## src/rtl/mux_stream_n.sv

```systemverilog
// Registered N-channel valid/ready stream multiplexer with packet-granular locking.
// Channel is chosen by S (MODE 0) or round-robin among valid inputs (MODE 1).
module mux_stream_n #(
  parameter int WIDTH    = 8,
  parameter int CHANNELS = 4,
  parameter int MODE     = 0,
  parameter int SEL_W    = $clog2(CHANNELS)
) (
  input  logic                      clk,
  input  logic                      rst,
  input  logic [SEL_W-1:0]          S,
  input  logic [CHANNELS*WIDTH-1:0] I_data,
  input  logic [CHANNELS-1:0]       I_valid,
  input  logic [CHANNELS-1:0]       I_last,
  output logic [CHANNELS-1:0]       I_ready,
  output logic [WIDTH-1:0]          O_data,
  output logic                      O_valid,
  output logic                      O_last,
  output logic [SEL_W-1:0]          O_sel,
  input  logic                      O_ready
);

  typedef enum logic {
    ST_IDLE   = 1'b0,
    ST_LOCKED = 1'b1
  } state_t;

  state_t           r_state;
  state_t           w_state_nxt;
  logic [SEL_W-1:0] r_lock_ch;
  logic [SEL_W-1:0] r_rr_ptr;

  logic [WIDTH-1:0] r_data_p1;
  logic             r_vld_p1;
  logic             r_last_p1;
  logic [SEL_W-1:0] r_sel_p1;

  logic             w_out_free;
  logic             w_cand_vld;
  logic [SEL_W-1:0] w_cand_ch;
  logic [SEL_W:0]   w_pick;
  logic             w_grant_vld;
  logic [SEL_W-1:0] w_grant_ch;
  logic             w_xfer;
  logic             w_beat_last;
  logic [WIDTH-1:0] w_beat_data;

  // Returns {found, index}: first valid channel searching upward from ptr+1, wrapping.
  function automatic logic [SEL_W:0] rr_pick(input logic [SEL_W-1:0]    ptr,
                                              input logic [CHANNELS-1:0] vld);
    logic [SEL_W:0] res;
    int             idx;
    res = '0;
    for (int i = CHANNELS; i >= 1; i--) begin
      idx = (int'(ptr) + i) % CHANNELS;
      if (vld[idx]) res = {1'b1, SEL_W'(idx)};
    end
    return res;
  endfunction

  assign w_out_free = !r_vld_p1 || O_ready;

  always_comb begin
    w_cand_vld = 1'b0;
    w_cand_ch  = '0;
    w_pick     = rr_pick(r_rr_ptr, I_valid);
    if (MODE == 0) begin
      w_cand_vld = (int'(S) < CHANNELS);
      w_cand_ch  = S;
    end else begin
      w_cand_vld = w_pick[SEL_W];
      w_cand_ch  = w_pick[SEL_W-1:0];
    end
  end

  always_comb begin
    w_grant_vld = w_cand_vld;
    w_grant_ch  = w_cand_ch;
    if (r_state == ST_LOCKED) begin
      w_grant_vld = 1'b1;
      w_grant_ch  = r_lock_ch;
    end
  end

  // Ready depends only on control state, never on I_data.
  always_comb begin
    I_ready = '0;
    if (!rst && w_grant_vld && w_out_free) I_ready[w_grant_ch] = 1'b1;
  end

  assign w_xfer      = |(I_ready & I_valid);
  assign w_beat_last = I_last[w_grant_ch];
  assign w_beat_data = I_data[int'(w_grant_ch)*WIDTH +: WIDTH];

  always_comb begin
    w_state_nxt = r_state;
    case (r_state)
      ST_IDLE:   if (w_xfer && !w_beat_last) w_state_nxt = ST_LOCKED;
      ST_LOCKED: if (w_xfer && w_beat_last)  w_state_nxt = ST_IDLE;
      default:   w_state_nxt = ST_IDLE;
    endcase
  end

  always_ff @(posedge clk) begin
    if (rst) begin
      r_state   <= ST_IDLE;
      r_lock_ch <= '0;
      r_rr_ptr  <= SEL_W'(CHANNELS - 1);
    end else begin
      r_state <= w_state_nxt;
      if (r_state == ST_IDLE && w_xfer) begin
        r_lock_ch <= w_grant_ch;
        if (MODE != 0) r_rr_ptr <= w_grant_ch;
      end
    end
  end

  // Stage p1: output register, loads only when downstream can take a new beat.
  always_ff @(posedge clk) begin
    if (rst) begin
      r_vld_p1  <= 1'b0;
      r_data_p1 <= '0;
      r_last_p1 <= 1'b0;
      r_sel_p1  <= '0;
    end else if (w_out_free) begin
      r_vld_p1 <= w_xfer;
      if (w_xfer) begin
        r_data_p1 <= w_beat_data;
        r_last_p1 <= w_beat_last;
        r_sel_p1  <= w_grant_ch;
      end
    end
  end

  assign O_data  = r_data_p1;
  assign O_valid = r_vld_p1;
  assign O_last  = r_last_p1;
  assign O_sel   = r_sel_p1;

endmodule
```

## config.mk

```make
export PLATFORM = sky130hd
export DESIGN_NAME = mux_stream_n
export DESIGN_NICKNAME = d
export VERILOG_FILES = /design/src/rtl/mux_stream_n.sv
export SDC_FILE = /design/constraint.sdc
export NUM_CORES = 1
export LEC_CHECK = 0
export ABC_AREA = 1
export CAP_MARGIN = 20
export CORE_ASPECT_RATIO = 1.2
export CORE_MARGIN = 2
export CORE_UTILIZATION = 38
export CTS_BUF_LIST = sky130_fd_sc_hd__clkbuf_2
export CTS_CLUSTER_SIZE = 20
export DETAILED_ROUTE_END_ITERATION = 7
export HOLD_SLACK_MARGIN = 0.06
export PLACE_DENSITY = 0.92
export SLEW_MARGIN = 20
export SYNTH_ARGS = -nofsm -noshare
export SYNTH_HDL_FRONTEND = slang
export SYNTH_SLANG_ARGS = --single-unit
```

## constraint.sdc

```tcl
create_clock -name clk -period 3.7 [get_ports clk]
set_clock_uncertainty 0.2 [all_clocks]
set_input_delay 0.925 -clock clk [delete_from_list [all_inputs] [get_ports clk]]
set_output_delay 0.925 -clock clk [all_outputs]
set_load 0.01 [all_outputs]
```

==> results.sh <==
export IMPL_chipWidth_um=49.3
export IMPL_die_area_mm2=0.00288
export IMPL_p_int_w=0.000360
export IMPL_cts_root_buf="clkbuf_2"
export IMPL_drtIter0Drc=23
export IMPL_end_kind="primary output"
export IMPL_p_leak_nw=0.642
export IMPL_routedWlPerCell_um=11.1
export IMPL_syn_area_um2=937
export IMPL_ys_warn_count=0
export IMPL_switchingPower_w=0.000230
export IMPL_wl_um=2700
export IMPL_cts_resized=0
export IMPL_crit_fanout=5
export IMPL_numPortBuffers=60
export IMPL_nets=259
export IMPL_groute_usage_overall_pct=20.2
export IMPL_grt_pass1_vias=1173
export IMPL_setup_viol=0
export IMPL_cp_required_ns=2.57
export IMPL_synth_top_area_share_pct=32.0
export IMPL_dr_pass1_iters=4
export IMPL_outcome="completed"
export IMPL_fin_setup_tns_ns=0
export IMPL_max_freq_mhz=276
export IMPL_holdWs_ns=0.278
export IMPL_drt_antenna_violating_nets=0
export IMPL_criticalPathCategory="input pin to primary output"
export IMPL_power_density_mw_per_mm2=369
export IMPL_clockBufferDepth=2
export IMPL_finalMaxSlewViolations=0
export IMPL_p_comb_share_pct=52.3
export IMPL_clk_latency_ns=0.29
export IMPL_fin_crit_ns=3.63
export IMPL_postCtsSetupBuffers=0
export IMPL_vdd_drop_max_v=0.000279
export IMPL_syn_to_final_growth_pct=70.6
export IMPL_grt_pass1_wl_um=4560
export IMPL_hp_class="flop to flop"
export IMPL_syn_nets=195
export IMPL_n_antenna_cell=0
export IMPL_antenna_found_initial=0
export IMPL_vias_per_cell=4.91
export IMPL_rsz0062_at_grt="false"
export IMPL_slew_headroom_pct=48.3
export IMPL_cts_sinks=15
export IMPL_core_mm2=0.00231
export IMPL_hold_buffers=0
export IMPL_critPathLaunchType="input pin"
export IMPL_cts_tree="built"
export IMPL_synthTopCellsByArea="dfxtp_1 (32%), nand2_1 (22%), nand3_1 (7.5%), a21oi_1 (6.4%), nand4_1 (6.0%)"
export IMPL_arrival_ns=2.50
export IMPL_htree_levels=1
export IMPL_tightest_slew_ns=0.773
export IMPL_io_pins=61
export IMPL_rows=19
export IMPL_fillers=225
export IMPL_seq_area_frac_synth_pct=32.0
export IMPL_start_util_pct=40.6
export IMPL_die_h_um=58.4
export IMPL_gp_congestion=0.803
export IMPL_finalCritPeriodShare_pct=98.0
export IMPL_finalHoldViolCount=0
export IMPL_grt_max_degree=15
export IMPL_drc_errors=0
export IMPL_seqPwrFrac_pct=34.6
export IMPL_yosysUniqueCellTypes=17
export IMPL_place_hpwl_um=2200
export IMPL_grt_overflow_total=0
export IMPL_clk_pin_slew_ns=0.15
export IMPL_vias=1199
export IMPL_synth_area_per_cell_um2=6.25
export IMPL_layout_common_cells="clkdlybuf4s50_1 (60), nand2_1 (56), dfxtp_1 (15)"
export IMPL_maxCapViolCount=0
export IMPL_final_common_cell="clkdlybuf4s50_1"
export IMPL_synthCells=150
export IMPL_yosys_register_bits=15
export IMPL_synth_top_area_cell="dfxtp_1"
export IMPL_swShare_pct=39.0
export IMPL_drive_gt1_share_pct=9.86
export IMPL_numCtsBuffers=3
export IMPL_clkPwrFrac_pct=13.0
## metrics by stage
step           std cells  util [%]  cell area, um2  setup WS [ns]  power (W)
3_5_place_dp         240      68.5            1580         0.0685   0.000518
2_1_floorplan        150         -             937          0.941   0.000385
3_3_place_gp         240      68.5            1580          0.122   0.000513
6_report             244      69.3            1600         0.0724   0.000591
5_1_grt              244      69.3            1600         0.0200   0.000639
4_1_cts              244      69.3            1600         0.0637   0.000593
## flip-flops by register name (all words and copies together) (netlist names), named ones only
name / cells
O_last: 1
r_lock_ch: 2
O_sel: 2
O_valid: 1
O_data: 8
## synth_stat cells (all sizes together)
| cell | count |
|---|---|
| nand2 | 62 |
| nor2 | 16 |
| dfxtp | 15 |
| nand3 | 15 |
| a21oi | 12 |
| inv | 10 |
| nand4 | 9 |
| nor3 | 4 |
| clkbuf | 3 |
| buf | 2 |
| o21ai | 2 |
## worst paths after layout
kind | start | end | slack [ns] | depth (start not counted)
setup reg to reg | flop | r_lock_ch[0] | 1.33 | 10
hold / removal | O_data[5] | O_data[5] | 0.28 | 2
setup / recovery | O_ready | I_ready[1] | 0.07 | 7
hold reg to reg | O_data[5] | O_data[5] | 0.28 | 2
## worst max-delay path, cell delays in order
cell,delay (ns)
clkdlybuf4s50_1,0.45
inv_1,0.05
a21oi_1,0.14
buf_4,0.16
inv_1,0.07
nor3_1,0.15
clkdlybuf4s50_1,0.56
## power groups by stage
stage	Sequential [W]	Combinational (W)	Clock, W
global route	0.000208	0.000342	0.0000887
detailed placement	0.000209	0.000309	0
floorplan	0.000216	0.000169	0
CTS	0.000205	0.000310	0.0000784
global placement	0.000208	0.000305	0
finish	0.000205	0.000309	0.0000770
## metal layers
| layer | up-vias | GRT usage [%] | wire length [um] |
|---|---|---|---|
| li1 | 616 | - | - |
| met1 | 533 | 19.7 | 1030 |
| met2 | 48 | 40.7 | 1440 |
| met3 | 2 | 6.85 | 215 |
| met4 | 0 | 4.49 | 19 |
| met5 | - | 0 | 0 |
## layout make-up
cell class                 instances  area (um2)  share of cell area, %
timing repair buffer              64         631                   39.4
multi-input combinational        120         572                   35.8
sequential                        15         300                   18.8
tap                               31        38.8                   2.43
inverter                          10        37.5                   2.35
clock buffer                       3        15.0                  0.939
clock inverter                     1        5.00                  0.313
## kinds of logic (layout without fill, tap and decap cells)
group	after synthesis	after routing	synth area share [%]
simple gates	106	106	53.5
flops	15	15	32.0
buf+inv	15	78	6.94
compound gates	14	14	7.48
No activity file was read; power rests on OpenSTA's default activity.
